**src/rtl/mtx_sig_mc_if.sv**
```systemverilog
// Bus bundle for the multi-channel tone phase generator: configuration, frame control
// and the streaming output. The master drives stimulus; the slave is the generator.
interface mtx_sig_mc_if #(
   parameter int PHASE_WIDTH = 24,
   parameter int NSYMB_WIDTH = 16,
   parameter int NCHAN       = 4
);
   logic                         cfg_valid;
   logic [3:0]                   cfg_chan;
   logic [PHASE_WIDTH-1:0]       cfg_ph_start;
   logic [PHASE_WIDTH-1:0]       cfg_ph_step;
   logic [NSYMB_WIDTH-1:0]       symb_len;
   logic                         start;
   logic                         continuous;
   logic                         out_tready;
   logic                         out_tvalid;
   logic                         out_tlast;
   logic [NCHAN*PHASE_WIDTH-1:0] out_tdata;
   logic [NSYMB_WIDTH-1:0]       symbN;
   logic [NSYMB_WIDTH-1:0]       sampN;
   logic                         busy;

   modport master (
      output cfg_valid, cfg_chan, cfg_ph_start, cfg_ph_step, symb_len, start, continuous,
             out_tready,
      input  out_tvalid, out_tlast, out_tdata, symbN, sampN, busy
   );

   modport slave (
      input  cfg_valid, cfg_chan, cfg_ph_start, cfg_ph_step, symb_len, start, continuous,
             out_tready,
      output out_tvalid, out_tlast, out_tdata, symbN, sampN, busy
   );
endinterface

```
**src/rtl/mtx_sig_mc.sv**
```systemverilog
// Multi-channel frequency-hopping phase generator: each channel accumulates a phase whose
// increment steps once per symbol; frames stream out over a valid/ready handshake.
module mtx_sig_mc #(
   parameter int PHASE_WIDTH = 24,
   parameter int NSYMB_WIDTH = 16,
   parameter int NSYMB       = 64,
   parameter int NCHAN       = 4
) (
   input logic          clk_i,
   input logic          reset_i,
   input logic          srst_i,
   mtx_sig_mc_if.slave  bus
);
   typedef enum logic [1:0] {
      ST_IDLE = 2'd0,
      ST_RUN  = 2'd1,
      ST_DONE = 2'd2
   } state_t;

   localparam logic [NSYMB_WIDTH-1:0] LAST_SYMB = NSYMB_WIDTH'(NSYMB - 1);

   state_t                              state_q, state_d;
   logic [NCHAN-1:0][PHASE_WIDTH-1:0]   acc_q, acc_d;
   logic [NCHAN-1:0][PHASE_WIDTH-1:0]   inc_q, inc_d;
   logic [NCHAN-1:0][PHASE_WIDTH-1:0]   ph_start_q, ph_start_d;
   logic [NCHAN-1:0][PHASE_WIDTH-1:0]   ph_step_q, ph_step_d;
   logic [NSYMB_WIDTH-1:0]              len_q, len_d;
   logic                                cont_q, cont_d;
   logic [NSYMB_WIDTH-1:0]              symb_q, symb_d;
   logic [NSYMB_WIDTH-1:0]              samp_q, samp_d;
   logic                                tlast_q, tlast_d;
   logic                                tvalid_q, tvalid_d;
   logic                                busy_q, busy_d;
   logic                                xfer_s;

   assign xfer_s = (state_q == ST_RUN) && bus.out_tready;

   // Next-state for control, counters and per-channel phase datapath.
   always_comb begin
      state_d    = state_q;
      acc_d      = acc_q;
      inc_d      = inc_q;
      ph_start_d = ph_start_q;
      ph_step_d  = ph_step_q;
      len_d      = len_q;
      cont_d     = cont_q;
      symb_d     = symb_q;
      samp_d     = samp_q;
      if (srst_i) begin
         state_d = ST_IDLE;
         acc_d   = '0;
         inc_d   = '0;
         len_d   = '0;
         cont_d  = 1'b0;
         symb_d  = '0;
         samp_d  = '0;
      end else begin
         case (state_q)
            ST_IDLE: begin
               // Out-of-range channel indices never match a loop index, so they are dropped.
               for (int c = 0; c < NCHAN; c++) begin
                  if (bus.cfg_valid && (4'(c) == bus.cfg_chan)) begin
                     ph_start_d[c] = bus.cfg_ph_start;
                     ph_step_d[c]  = bus.cfg_ph_step;
                  end else begin
                     ph_start_d[c] = ph_start_q[c];
                     ph_step_d[c]  = ph_step_q[c];
                  end
               end
               if (bus.start) begin
                  len_d   = (bus.symb_len == '0) ? NSYMB_WIDTH'(1) : bus.symb_len;
                  cont_d  = bus.continuous;
                  acc_d   = '0;
                  inc_d   = ph_start_q;
                  symb_d  = '0;
                  samp_d  = '0;
                  state_d = ST_RUN;
               end else begin
                  state_d = ST_IDLE;
               end
            end
            ST_RUN: begin
               if (xfer_s) begin
                  for (int c = 0; c < NCHAN; c++) begin
                     acc_d[c] = acc_q[c] + inc_q[c];
                  end
                  if (tlast_q) begin
                     if (cont_q) begin
                        symb_d = '0;
                        samp_d = '0;
                        inc_d  = ph_start_q;
                     end else begin
                        state_d = ST_DONE;
                     end
                  end else if (samp_q == (len_q - NSYMB_WIDTH'(1))) begin
                     samp_d = '0;
                     symb_d = symb_q + NSYMB_WIDTH'(1);
                     for (int c = 0; c < NCHAN; c++) begin
                        inc_d[c] = inc_q[c] + ph_step_q[c];
                     end
                  end else begin
                     samp_d = samp_q + NSYMB_WIDTH'(1);
                  end
               end else begin
                  state_d = ST_RUN;
               end
            end
            ST_DONE: state_d = ST_IDLE;
            default: state_d = ST_IDLE;
         endcase
      end
      // Flags are precomputed from next state so every output leaves a flop.
      tvalid_d = (state_d == ST_RUN);
      busy_d   = (state_d != ST_IDLE);
      tlast_d  = tvalid_d && (symb_d == LAST_SYMB) && (samp_d == (len_d - NSYMB_WIDTH'(1)));
   end

   // State, datapath and output registers.
   always_ff @(posedge clk_i) begin
      if (reset_i) begin
         state_q    <= ST_IDLE;
         acc_q      <= '0;
         inc_q      <= '0;
         ph_start_q <= '0;
         ph_step_q  <= '0;
         len_q      <= '0;
         cont_q     <= 1'b0;
         symb_q     <= '0;
         samp_q     <= '0;
         tlast_q    <= 1'b0;
         tvalid_q   <= 1'b0;
         busy_q     <= 1'b0;
      end else begin
         state_q    <= state_d;
         acc_q      <= acc_d;
         inc_q      <= inc_d;
         ph_start_q <= ph_start_d;
         ph_step_q  <= ph_step_d;
         len_q      <= len_d;
         cont_q     <= cont_d;
         symb_q     <= symb_d;
         samp_q     <= samp_d;
         tlast_q    <= tlast_d;
         tvalid_q   <= tvalid_d;
         busy_q     <= busy_d;
      end
   end

   assign bus.out_tvalid = tvalid_q;
   assign bus.out_tlast  = tlast_q;
   assign bus.out_tdata  = acc_q;
   assign bus.symbN      = symb_q;
   assign bus.sampN      = samp_q;
   assign bus.busy       = busy_q;
endmodule

```
**src/flat_wrapper.sv**
```systemverilog
// flat-port wrapper written by rule: the top's interface ports become plain ports
module mtx_sig_mc_flat 
#(
   parameter int PHASE_WIDTH = 24,
   parameter int NSYMB_WIDTH = 16,
   parameter int NSYMB       = 64,
   parameter int NCHAN       = 4
)
  (clk_i, reset_i, srst_i, bus_cfg_valid, bus_cfg_chan, bus_cfg_ph_start, bus_cfg_ph_step, bus_symb_len, bus_start, bus_continuous, bus_out_tready, bus_out_tvalid, bus_out_tlast, bus_out_tdata, bus_symbN, bus_sampN, bus_busy);
  mtx_sig_mc_if #(.PHASE_WIDTH(PHASE_WIDTH), .NSYMB_WIDTH(NSYMB_WIDTH), .NCHAN(NCHAN)) bus_i ();
  input logic clk_i;
  input logic reset_i;
  input logic srst_i;
  input wire logic [$bits(bus_i.cfg_valid)-1:0] bus_cfg_valid;
  input wire logic [$bits(bus_i.cfg_chan)-1:0] bus_cfg_chan;
  input wire logic [$bits(bus_i.cfg_ph_start)-1:0] bus_cfg_ph_start;
  input wire logic [$bits(bus_i.cfg_ph_step)-1:0] bus_cfg_ph_step;
  input wire logic [$bits(bus_i.symb_len)-1:0] bus_symb_len;
  input wire logic [$bits(bus_i.start)-1:0] bus_start;
  input wire logic [$bits(bus_i.continuous)-1:0] bus_continuous;
  input wire logic [$bits(bus_i.out_tready)-1:0] bus_out_tready;
  output wire logic [$bits(bus_i.out_tvalid)-1:0] bus_out_tvalid;
  output wire logic [$bits(bus_i.out_tlast)-1:0] bus_out_tlast;
  output wire logic [$bits(bus_i.out_tdata)-1:0] bus_out_tdata;
  output wire logic [$bits(bus_i.symbN)-1:0] bus_symbN;
  output wire logic [$bits(bus_i.sampN)-1:0] bus_sampN;
  output wire logic [$bits(bus_i.busy)-1:0] bus_busy;
  assign bus_i.cfg_valid = bus_cfg_valid;
  assign bus_i.cfg_chan = bus_cfg_chan;
  assign bus_i.cfg_ph_start = bus_cfg_ph_start;
  assign bus_i.cfg_ph_step = bus_cfg_ph_step;
  assign bus_i.symb_len = bus_symb_len;
  assign bus_i.start = bus_start;
  assign bus_i.continuous = bus_continuous;
  assign bus_i.out_tready = bus_out_tready;
  assign bus_out_tvalid = bus_i.out_tvalid;
  assign bus_out_tlast = bus_i.out_tlast;
  assign bus_out_tdata = bus_i.out_tdata;
  assign bus_symbN = bus_i.symbN;
  assign bus_sampN = bus_i.sampN;
  assign bus_busy = bus_i.busy;
  mtx_sig_mc #(.PHASE_WIDTH(PHASE_WIDTH), .NSYMB_WIDTH(NSYMB_WIDTH), .NSYMB(NSYMB), .NCHAN(NCHAN)) u_core (.clk_i(clk_i), .reset_i(reset_i), .srst_i(srst_i), .bus(bus_i));
endmodule
```
**config.mk**
```make
export PLATFORM = sky130hd
export DESIGN_NAME = mtx_sig_mc_flat
export DESIGN_NICKNAME = d
export VERILOG_FILES = /design/src/rtl/mtx_sig_mc_if.sv /design/src/rtl/mtx_sig_mc.sv /design/src/flat_wrapper.sv
export SDC_FILE = /design/constraint.sdc
export NUM_CORES = 2
export LEC_CHECK = 0
export ABC_CLOCK_PERIOD_IN_PS = 9000
export CAP_MARGIN = 20
export CELL_PAD_IN_SITES_DETAIL_PLACEMENT = 1
export CELL_PAD_IN_SITES_GLOBAL_PLACEMENT = 2
export CORE_MARGIN = 8
export CORE_UTILIZATION = 38
export CTS_CLUSTER_DIAMETER = 100
export DETAILED_ROUTE_END_ITERATION = 10
export HOLD_SLACK_MARGIN = 0.08
export MAX_ROUTING_LAYER = met4
export PLACE_DENSITY = 0.95
export SYNTH_ARGS = -nofsm -noshare
export SYNTH_HDL_FRONTEND = slang
export SYNTH_SLANG_ARGS = --single-unit
```
**constraint.sdc**
```tcl
create_clock -name clk_i -period 9 [get_ports clk_i]
set_input_delay 0.9 -clock clk_i [delete_from_list [all_inputs] [get_ports clk_i]]
set_output_delay 0.9 -clock clk_i [all_outputs]
set_load 0.05 [all_outputs]
```
==> key figures <==
Worst setup path
  • Worst-path cell chain: or3_1 > or4_4 > nor3_2 > mux2i_1 > or4_1 > nor2_1 > nor2_1 > nand2_1 > nand2_1 > or4_1 > a41oi_1
  • Peak per-stage delay on the critical path: around 0.72 ns
  • Slowest CP cell: or4_1
  • CP top delay family: simple AND/OR/NAND/NOR gates
  • CP max FO: 14
  • Critical Path AT: roughly 5.2 ns
  • CP bufs+invs: 0
  • Worst Path Required: ~9.5 ns
  • Crit Path Class: reg2reg
  • Worst setup SP type: flip-flop
  • Setup crit end kind: flip-flop

STA
  • Final period util: 0.5170
  • Hold Fails Final Rpt: 0
  • Finish-stage setup viols: 0
  • Worst-margin pin slew: 1.044 ns
  • Setup TNS: 0 ns
  • Max-slew violations: 0
  • Minimum clock period after layout: approximately 4.7 ns
  • Max_slew headroom: 0.3041
  • Fin Hold WS: roughly 0.45 ns
  • RSZ-0062 raised after global routing: false
  • Clk_skew: around 0.042 ns
  • Max Fclk: between 0.2 and 0.25 GHz

Route
  • DRC errors left: 0
  • Remaining antenna violation count after routing: 0
  • WL per Instance: ~22 um
  • Vias post-DR: ~26000
  • Via density: roughly 6
  • Total Wirelength: ~99000 um
  • Drt initial violations: ~1700
  • First drt pass iteration count: 9

CTS
  • Root Driver: clkbuf_16
  • CTS Buffer Depth: 3
  • CTS tree: done
  • TritonCTS Sinks: 438
  • Post-cts sizing count: 0
  • Total CTS buffers: 53
  • Clock latency on the worst-skew pair: approximately 0.64 ns
  • Clk slew on worst S/H paths: about 0.06 ns
  • Hold Buf Count CTS: 0
  • H-tree levels: 2
  • Setup Fix Bufs, Post-CTS: 0

Global routing
  • First-pass GRT wire length: between 150000 and 200000 um
  • Vias in the first global route: roughly 26000
  • Total GRT Usage: 0.2527
  • Grt ovf: 0
  • Largest net degree at the start of global routing: around 180
  • Initial antenna violation count: 3

Floorplanning
  • Die area: 77120 um^2
  • Ports: 206
  • Die Ht: approximately 280 um
  • # rows: 96
  • Initial core utilization: 0.3815
  • Core ar.: approximately 70000 um^2
  • Die Width: ~280 um

Yosys
  • Ys async rst share: 0
  • Post-synth EDFFs: 0
  • Dominant cell type by area after synthesis: dfxtp_1
  • Unique masters post-synth: between 80 and 90
  • Post-synthesis sequential area ratio: 0.3369
  • Ys flop type: dfxtp_1
  • Post-synth top area share: 0.3369
  • Ranking of synthesized cells by area: dfxtp_1, ha_1, nand2_1, a21oi_1, nor2_1
  • Flops & latches, synth: roughly 440
  • Syn_area_per_cell: 7.680 um^2
  • Ys Warns: 0
  • Mapped Cells: ~3400
  • Syn_nets: 3660
  • Mapped Area: around 26000 um^2

Cells and area
  • Layout cells sized above 1: 0.04574
  • Filler instances: ~8400
  • FF+latch area: just under 9000 um^2
  • Area Overhead vs Synth: 18.01%
  • Area of the multi-input gates: around 16000 um^2
  • Final nets: 3769

Worst hold path
  • Hold Path Class: reg2reg

Placed design
  • Routability Congestion: 0.9238
  • Hpwl dp: roughly 70000 um
  • # port buffers: ~210

Pwr
  • Pwr Density: 157.9 nW/um^2
  • Leak: about 12 nW
  • Worst VDD drop: about 0.14 mV

Run
  • Max cap viols: 0

Outcome
  • Run status: finished clean
per-stage QoR:
step	std cells	total power (W)	util	worst slack, ns	cell area (um^2)
2_1_floorplan	3389	0.002316	-	5.251	26030
3_3_place_gp	4324	0.002507	0.4219	4.147	28790
3_5_place_dp	4324	0.002516	0.4219	3.982	28790
4_1_cts	4423	0.004882	0.4500	4.347	30700
5_1_grt	4426	0.005015	0.4502	4.105	30720
6_report	4426	0.004851	0.4502	4.347	30720
report_power, final:
part           switching (W)  internal [W]
clock               0.000939       0.00143
combinational       0.000332      0.000153
sequential         0.0000330       0.00197
final cells by class:
class,count,area share
Multi-Input combinational cell,2699,0.5328
Sequential cell,438,0.2855
Timing Repair Buffer,235,0.07459
Clock buffer,75,0.05010
Tap cell,882,0.03593
Clock inverter,24,0.01230
Inverter,71,0.008677
Antenna cell,2,0.0001629
cell usage in the layout, fill, tap and decap left out, types with 13 or more instances in the layout:
cell,Yosys,routed
or4_1,13,13
clkdlybuf4s50_1,0,204
a21o_1,65,65
nand2_1,609,608
o211ai_1,25,25
or3_1,20,20
nor3_1,77,76
buf_4,1,29
a211oi_1,54,54
nand3_1,75,75
ha_1,188,188
inv_1,71,71
xnor2_1,93,93
a31oi_1,31,30
xor2_1,73,73
nor4_1,16,16
a311oi_1,25,25
nand4_1,19,19
and2_1,30,29
o21bai_1,22,22
clkbuf_16,0,53
clkbuf_8,0,13
nor2b_1,27,26
mux2i_1,19,19
o21ai_0,159,159
nand2b_1,24,24
o21a_1,21,21
a21oi_1,429,429
dfxtp_1,438,438
and3_1,44,44
nor2_1,298,293
o31ai_1,16,16
a22oi_1,59,59
cells by family (layout without fill, tap and decap cells):
logic type	count (synthesis)	count (layout)	share of synthesized area
compound gates	1010	1010	0.2409
xor+xnor	166	166	0.05586
fa+ha+maj	197	197	0.09691
buf+inv	252	405	0.03692
flops	438	438	0.3369
mux	21	21	0.008172
other cells	0	2	0
simple gates	1305	1305	0.2244
synthesized netlist by cell type, drive strengths merged (59+ instances only):
library cell  number
inv               71
nand2            609
xnor2             93
a21o              65
clkbuf           169
dfxtp            438
a22oi             59
nor3              78
nor2             299
nand3             75
xor2              73
a21oi            429
o21ai            160
ha               188
registers in the layout (all words and copies together) (netlist names), 2 cells and up:
name	cells
u_core.bus.out_tdata	96
u_core.inc_q	96
u_core.ph_start_q	96
u_core.ph_step_q	96
u_core.bus.sampN	16
u_core.bus.symbN	16
u_core.len_q	16
u_core.state_q	2
path summary, 6_finish.rpt:
kind	from	end	slack (ns)	depth (start not counted)
worst max-delay path	u_core.len_q[2]	u_core.inc_q[23]	4.35	11
worst min-delay path	u_core.ph_start_q[40]	u_core.ph_start_q[40]	0.45	2
worst max register to register	u_core.len_q[2]	u_core.inc_q[23]	4.35	11
worst min register to register	u_core.ph_start_q[40]	u_core.ph_start_q[40]	0.45	2
per-layer routing:
| metal | share of wire | wire length [um] | global-route usage | vias to the layer above |
|---|---|---|---|---|
| met1 | 0.45 | 44170 | 0.3176 | 12680 |
| met3 | 0.058 | 5743 | 0.04512 | 161 |
| met5 | 0 | 0 | - | - |
| met4 | 0.031 | 3020 | 0.07553 | 0 |
| li1 | - | - | - | 12310 |
| met2 | 0.46 | 45780 | 0.4128 | 656 |
worst reg2reg max path: cells and delay by family (launching register included):
kind	cells	cell delay, ns
simple gates	9	3.88
mux	1	0.15
flops	1	0.36
compound gates	1	0.20
(Power assumes the default switching activity.)
